**src/rtl/axis_pattern_gen_if.sv**
```systemverilog
// AXI-Stream handshake bundle used by the pattern generator and its consumers.
interface axis_pattern_gen_if #(
    parameter int DW = 32
) ();
    logic          tvalid;
    logic          tready;
    logic [DW-1:0] tdata;
    logic          tlast;

    modport master (output tvalid, output tdata, output tlast, input tready);
    modport slave  (input tvalid, input tdata, input tlast, output tready);
endinterface

```
**src/rtl/axis_pattern_gen.sv**
```systemverilog
// Packetised AXI-Stream test-pattern source (increment / decrement / constant).
// Define AXIS_PATTERN_GEN_LFSR_EN to make mode 2'b10 a Galois LFSR instead of increment.
module axis_pattern_gen #(
    parameter int                      BYTE_WIDTH = 4,
    parameter int                      LEN_W      = 16,
    parameter int                      CNT_W      = 32,
    parameter logic [8*BYTE_WIDTH-1:0] LFSR_TAPS  = 32'h80200003
) (
    input  logic                    clk,
    input  logic                    resetn,
    input  logic                    enable,
    input  logic [1:0]              mode,
    input  logic [8*BYTE_WIDTH-1:0] step,
    input  logic [LEN_W-1:0]        pkt_len,
    axis_pattern_gen_if.master      m_axis,
    output logic                    busy,
    output logic [CNT_W-1:0]        pkt_count
);
    localparam int DW = 8 * BYTE_WIDTH;

    typedef enum logic {IDLE, ACTIVE} state_e;
    typedef enum logic [1:0] {MODE_INC, MODE_DEC, MODE_LFSR, MODE_CONST} mode_e;

    state_e             state_q, state_d;
    mode_e              mode_q, mode_d;
    logic [DW-1:0]      step_q, step_d;
    logic [LEN_W-1:0]   len_q, len_d;
    logic [LEN_W-1:0]   beat_q, beat_d;
    logic [DW-1:0]      data_q, data_d;
    logic [CNT_W-1:0]   cnt_q, cnt_d;
    logic [DW-1:0]      data_adv;
    logic               is_last;
    logic               xfer;

    assign is_last = (state_q == ACTIVE) && (beat_q == len_q - LEN_W'(1));
    assign xfer    = (state_q == ACTIVE) && m_axis.tready;

    // Value presented on the beat after the current one completes.
    always_comb begin
        data_adv = data_q + step_q;
        case (mode_q)
            MODE_DEC:   data_adv = data_q - step_q;
            MODE_CONST: data_adv = data_q;
`ifdef AXIS_PATTERN_GEN_LFSR_EN
            MODE_LFSR:  data_adv = (data_q >> 1) ^ (data_q[0] ? LFSR_TAPS : '0);
`endif
            default:    data_adv = data_q + step_q;
        endcase
    end

`ifndef AXIS_PATTERN_GEN_LFSR_EN
    logic unused_taps;
    assign unused_taps = ^LFSR_TAPS;
`endif

    always_comb begin
        // NOTE: every variable gets a default first so no path leaves it unassigned (no latches).
        state_d = state_q;
        mode_d  = mode_q;
        step_d  = step_q;
        len_d   = len_q;
        beat_d  = beat_q;
        cnt_d   = cnt_q;
        data_d  = xfer ? data_adv : data_q;

        case (state_q)
            IDLE: begin
                if (enable) begin
                    state_d = ACTIVE;
                end
            end
            ACTIVE: begin
                if (xfer) begin
                    if (is_last) begin
                        cnt_d  = cnt_q + CNT_W'(1);
                        beat_d = '0;
                        if (!enable) begin
                            state_d = IDLE;
                        end
                    end else begin
                        beat_d = beat_q + LEN_W'(1);
                    end
                end
            end
            default: state_d = IDLE;
        endcase

        // Packet start: from IDLE, or back-to-back after a completed last beat.
        if (enable && ((state_q == IDLE) || (xfer && is_last))) begin
            mode_d = mode_e'(mode);
            step_d = step;
            len_d  = (pkt_len == '0) ? LEN_W'(1) : pkt_len;
            beat_d = '0;
`ifdef AXIS_PATTERN_GEN_LFSR_EN
            if ((mode_e'(mode) == MODE_LFSR) && (data_d == '0)) begin
                data_d = DW'(1);
            end
`endif
        end
    end

    always_ff @(posedge clk or negedge resetn) begin
        if (!resetn) begin
            state_q <= IDLE;
            mode_q  <= MODE_INC;
            step_q  <= '0;
            len_q   <= '0;
            beat_q  <= '0;
            data_q  <= '0;
            cnt_q   <= '0;
        end else begin
            // NOTE: non-blocking assignments so every register samples pre-edge values.
            state_q <= state_d;
            mode_q  <= mode_d;
            step_q  <= step_d;
            len_q   <= len_d;
            beat_q  <= beat_d;
            data_q  <= data_d;
            cnt_q   <= cnt_d;
        end
    end

    assign m_axis.tvalid = (state_q == ACTIVE);
    assign m_axis.tdata  = data_q;
    assign m_axis.tlast  = is_last;
    assign busy          = (state_q == ACTIVE);
    assign pkt_count     = cnt_q;
endmodule
```
**src/flat_wrapper.sv**
```systemverilog
// flat-port wrapper written by rule: the top's interface ports become plain ports
module axis_pattern_gen_flat 
#(
    parameter int                      BYTE_WIDTH = 4,
    parameter int                      LEN_W      = 16,
    parameter int                      CNT_W      = 32,
    parameter logic [8*BYTE_WIDTH-1:0] LFSR_TAPS  = 32'h80200003
)
  (clk, resetn, enable, mode, step, pkt_len, busy, pkt_count, m_axis_tvalid, m_axis_tdata, m_axis_tlast, m_axis_tready);
  axis_pattern_gen_if m_axis_i ();
  input  logic clk;
  input  logic resetn;
  input  logic enable;
  input  logic [1:0] mode;
  input  logic [8*BYTE_WIDTH-1:0] step;
  input  logic [LEN_W-1:0] pkt_len;
  output logic busy;
  output logic [CNT_W-1:0] pkt_count;
  output wire logic [$bits(m_axis_i.tvalid)-1:0] m_axis_tvalid;
  output wire logic [$bits(m_axis_i.tdata)-1:0] m_axis_tdata;
  output wire logic [$bits(m_axis_i.tlast)-1:0] m_axis_tlast;
  input wire logic [$bits(m_axis_i.tready)-1:0] m_axis_tready;
  assign m_axis_tvalid = m_axis_i.tvalid;
  assign m_axis_tdata = m_axis_i.tdata;
  assign m_axis_tlast = m_axis_i.tlast;
  assign m_axis_i.tready = m_axis_tready;
  axis_pattern_gen #(.BYTE_WIDTH(BYTE_WIDTH), .LEN_W(LEN_W), .CNT_W(CNT_W), .LFSR_TAPS(LFSR_TAPS)) u_core (.clk(clk), .resetn(resetn), .enable(enable), .mode(mode), .step(step), .pkt_len(pkt_len), .m_axis(m_axis_i), .busy(busy), .pkt_count(pkt_count));
endmodule
```
**config.mk**
```make
export PLATFORM = sky130hd
export DESIGN_NAME = axis_pattern_gen_flat
export DESIGN_NICKNAME = d
export VERILOG_FILES = /design/src/rtl/axis_pattern_gen_if.sv /design/src/rtl/axis_pattern_gen.sv /design/src/flat_wrapper.sv
export SDC_FILE = /design/constraint.sdc
export NUM_CORES = 1
export LEC_CHECK = 0
export ABC_AREA = 1
export CAP_MARGIN = 20
export CORE_MARGIN = 8
export CORE_UTILIZATION = 50
export CTS_CLUSTER_DIAMETER = 150
export DETAILED_ROUTE_END_ITERATION = 7
export GPL_TIMING_DRIVEN = 0
export PLACE_DENSITY = 0.75
export SYNTH_ARGS = -nofsm -noshare
export SYNTH_HDL_FRONTEND = slang
export SYNTH_SLANG_ARGS = --single-unit
```
**constraint.sdc**
```tcl
create_clock -name clk -period 3.1 [get_ports clk]
set_input_delay 0.465 -clock clk [delete_from_list [all_inputs] [get_ports clk]]
set_output_delay 0.465 -clock clk [all_outputs]
set_load 0.03 [all_outputs]
```
==> flow_summary.ini <==
[outcome]
outcome = finished, violations left
violations = negative setup slack

[job]
cap_violations = 0

[timing]
fin_crit_sh_pct = 105
relSlewSlack_pct = 48.8
fin_ws_ns = -0.157
skew_ns = 0.00646
timing.hold.ws_ns = 0.471
post-route-min-period_ns = 3.26
hold_viol = 0
rsz0062_at_grt = yes
fin_tns_setup_ns = -0.811
final-setup-viol-count = 12
worst_slew_pin_slew_ns = 0.768
max_freq_mhz = 307
drv_slew = 0

[power]
pwr_density_cell_mw_per_mm2 = 572
leakagePower_nw = 6.04
peakVddDrop_uv = 394

[clocking]
numCtsBuffers = 17
cts_tree = yes
insertion_delay_ns = 0.42
clk_pin_slew_worst_paths_ns = 0.06
root_buffer = clkbuf_16
cts-htree-levels = 4
cts_buffer_depth = 2
clock_sinks = 131

[global_routing]
grt_max_degree = 89
overflow = 0
grt_pass1_wl_um = 46800
grt_pass1_vias = 9462
antenna_found_initial = 5
track_usage_pct = 24.2

[cells_and_area]
drive_gt1_share_pct = 17.9
fillerInstances = 1526
nets = 1649
syn_to_final_growth_pct = 34.6
instances_no_fill = 1805

[drt]
finalWirelength_um = 29800
drc = 0
drtIter0Drc = 611
wire_per_inst_um = 16.5
vias = 9871
vias_per_cell = 5.47
antenna_left = 0
drt_first_pass_iters = 5

[floorplanning]
die-area_sq_mm = 0.0237
die_w_um = 154
coreArea_sq_mm = 0.0187
ioPinCount = 121
start_util_pct = 51.0
die_y_um = 154
row_count = 50

[setup_path]
crit_chain = inv_2 > ha_4 > nand2_4 > nor2_4 > nand2_2 > nor2_4 > nand3_4 > nor3_4 > nand2_2 > o21ai_2 > xor2_1 > ha_1 > inv_2 > o21bai_4 > a21oi_2 > nand2_1 > a21oi_2 > nand2_2 > or2_4 > nand3_2 > nand2_1
cp.required_ns = 3.41
crit_path_start_kind = register
critPathMaxFanout = 4
worst_path_largest_cell_delay_ns = 0.39
cp_slowest_cell = dfrtp_1
cp_common_cell = nand2_2
cp.arrival_ns = 3.57
path_class = register to register
worstSetupEndpointType = register

[logic_synthesis]
ys_seq_area_share_pct = 34.4
synth-edff-count = 0
synth_top_area_share_pct = 34.4
synth_seq_cells = 131
syn_inst = 1374
syn_nets = 1464
ys_top_cells_by_count = nand2_1 (407), inv_1 (166), dfrtp_1 (131)
syn_area_per_cell_sq_um = 6.94
synth_area_leaders = dfrtp_1 (34%), nand2_1 (16%), inv_1 (6.5%)
async_flop_share_pct = 100
yosys_warnings = 0
yosys.area.top_type = dfrtp_1
synth_most_common_cell = nand2_1
synth_ff_type = dfrtp_1
netlist_area_sq_mm = 0.00954
synth_cell_types = 45

[place]
portBuffers = 119
gp_congestion = 0.945
pre_cts_ws_ns = -0.818
place_inst = 1728
hpwlAfterDp_um = 21600

[min_path]
min_path_type = register to register
area by class of cell:
| cell class | instances | area [sq um] | share of cell area (%) |
|---|---|---|---|
| sequential | 131 | 3280 | 25.5 |
| antenna | 1 | 2.50 | 0.0195 |
| inverter | 170 | 641 | 4.99 |
| buffer | 35 | 224 | 1.75 |
| tap | 234 | 293 | 2.28 |
| timing repair buffer | 166 | 1590 | 12.4 |
| clock buffer | 20 | 457 | 3.56 |
| clock inverter | 10 | 181 | 1.41 |
| multi-input combinational | 1038 | 6170 | 48.1 |
flip-flops by register name, summed over array words and instances, names as in the netlist:
name                 cells
u_core.busy              1
u_core.beat_q           16
u_core.mode_q            2
u_core.m_axis.tdata     32
u_core.len_q            16
u_core.step_q           32
u_core.pkt_count        32
power breakdown:
group	internal (mW)	leakage, nW	switching, mW
combinational	1.27	3.95	1.78
clock	1.46	0.312	0.781
sequential	1.87	1.78	0.190
cell usage in the layout, fill, tap and decap left out, types with 6 or more instances in the layout:
cell	instances
nor3_1	22
a21oi_2	24
xor2_1	65
inv_1	156
nand3_1	112
nor4_1	8
ha_4	8
buf_4	49
xnor2_1	25
a21oi_1	21
a21oi_4	8
ha_1	21
o21ai_0	48
inv_2	12
nand3b_1	7
nand2_1	377
o21ai_2	25
ha_2	6
nand4_1	19
o22ai_1	9
o21ai_1	6
nor2_1	97
clkbuf_16	17
nand2_4	7
buf_6	9
nor2_4	12
a31oi_1	7
nor2_2	26
clkbuf_1	16
nand2_2	25
dfrtp_1	131
clkdlybuf4s50_1	117
per-stage QoR:
step	power [mW]	utilization, %	area [sq um]
2_1_floorplan	3.56	-	9540
3_3_place_gp	4.29	58.9	11000
3_5_place_dp	4.32	59.1	11100
4_1_cts	6.79	64.9	12100
5_1_grt	7.71	68.6	12800
6_report	7.35	68.6	12800
final timing paths:
check / end / slack [ns] / from / cells past startpoint
max reg2reg: u_core.m_axis.tdata[27]$_DFFE_PN0P_ / -0.16 / u_core.step_q[0]$_DFFE_PN0P_ / 21
min in group asynchronous: u_core.m_axis.tdata[2]$_DFFE_PN0P_ / 0.53 / resetn / 2
max in group asynchronous: u_core.len_q[9]$_DFFE_PN0P_ / 1.75 / resetn / 3
min reg2reg: u_core.step_q[12]$_DFFE_PN0P_ / 0.47 / u_core.step_q[12]$_DFFE_PN0P_ / 2
max: u_core.m_axis.tdata[27]$_DFFE_PN0P_ / -0.16 / u_core.step_q[0]$_DFFE_PN0P_ / 21
min: u_core.step_q[12]$_DFFE_PN0P_ / 0.47 / u_core.step_q[12]$_DFFE_PN0P_ / 2
cells by family (layout without fill, tap and decap cells):
kind of cell               Yosys count  count (layout)  synth area share, %
DFF                                131             131                 34.4
buffers and inverters              205             401                 8.95
adders and majority gates           36              36                 4.80
other                                0               1                    0
xor gates and xnor gates            95              95                 8.72
and+or+nand+nor                    728             728                 32.2
AOI/OAI and AO/OA                  179             179                 10.9
critical path, delay by kind of cell (launching register included):
family          cells  cell delay, ns
compound gates      4            0.55
buf+inv             2            0.17
flops               1            0.39
xor+xnor            1            0.28
simple gates       12            1.26
fa+ha+maj           2            0.48
routing by layer:
metal	part of all wire, %	GRT usage [%]	up-vias
met5	0.11	0	-
met4	3.2	9.38	6
li1	-	-	4798
met2	50	42.4	342
met3	6.1	4.65	94
met1	41	28.8	4631
timing repair:
action | in CTS | in global routing
gates resized for setup | 87 | 144
hold endpoints to repair | 43 | 0
setup endpoints to repair | 26 | 25
hold buffers | 1 | 0
pin swaps | 43 | 74
setup buffers | 23 | 22
No activity file was read; power rests on OpenSTA's default activity.
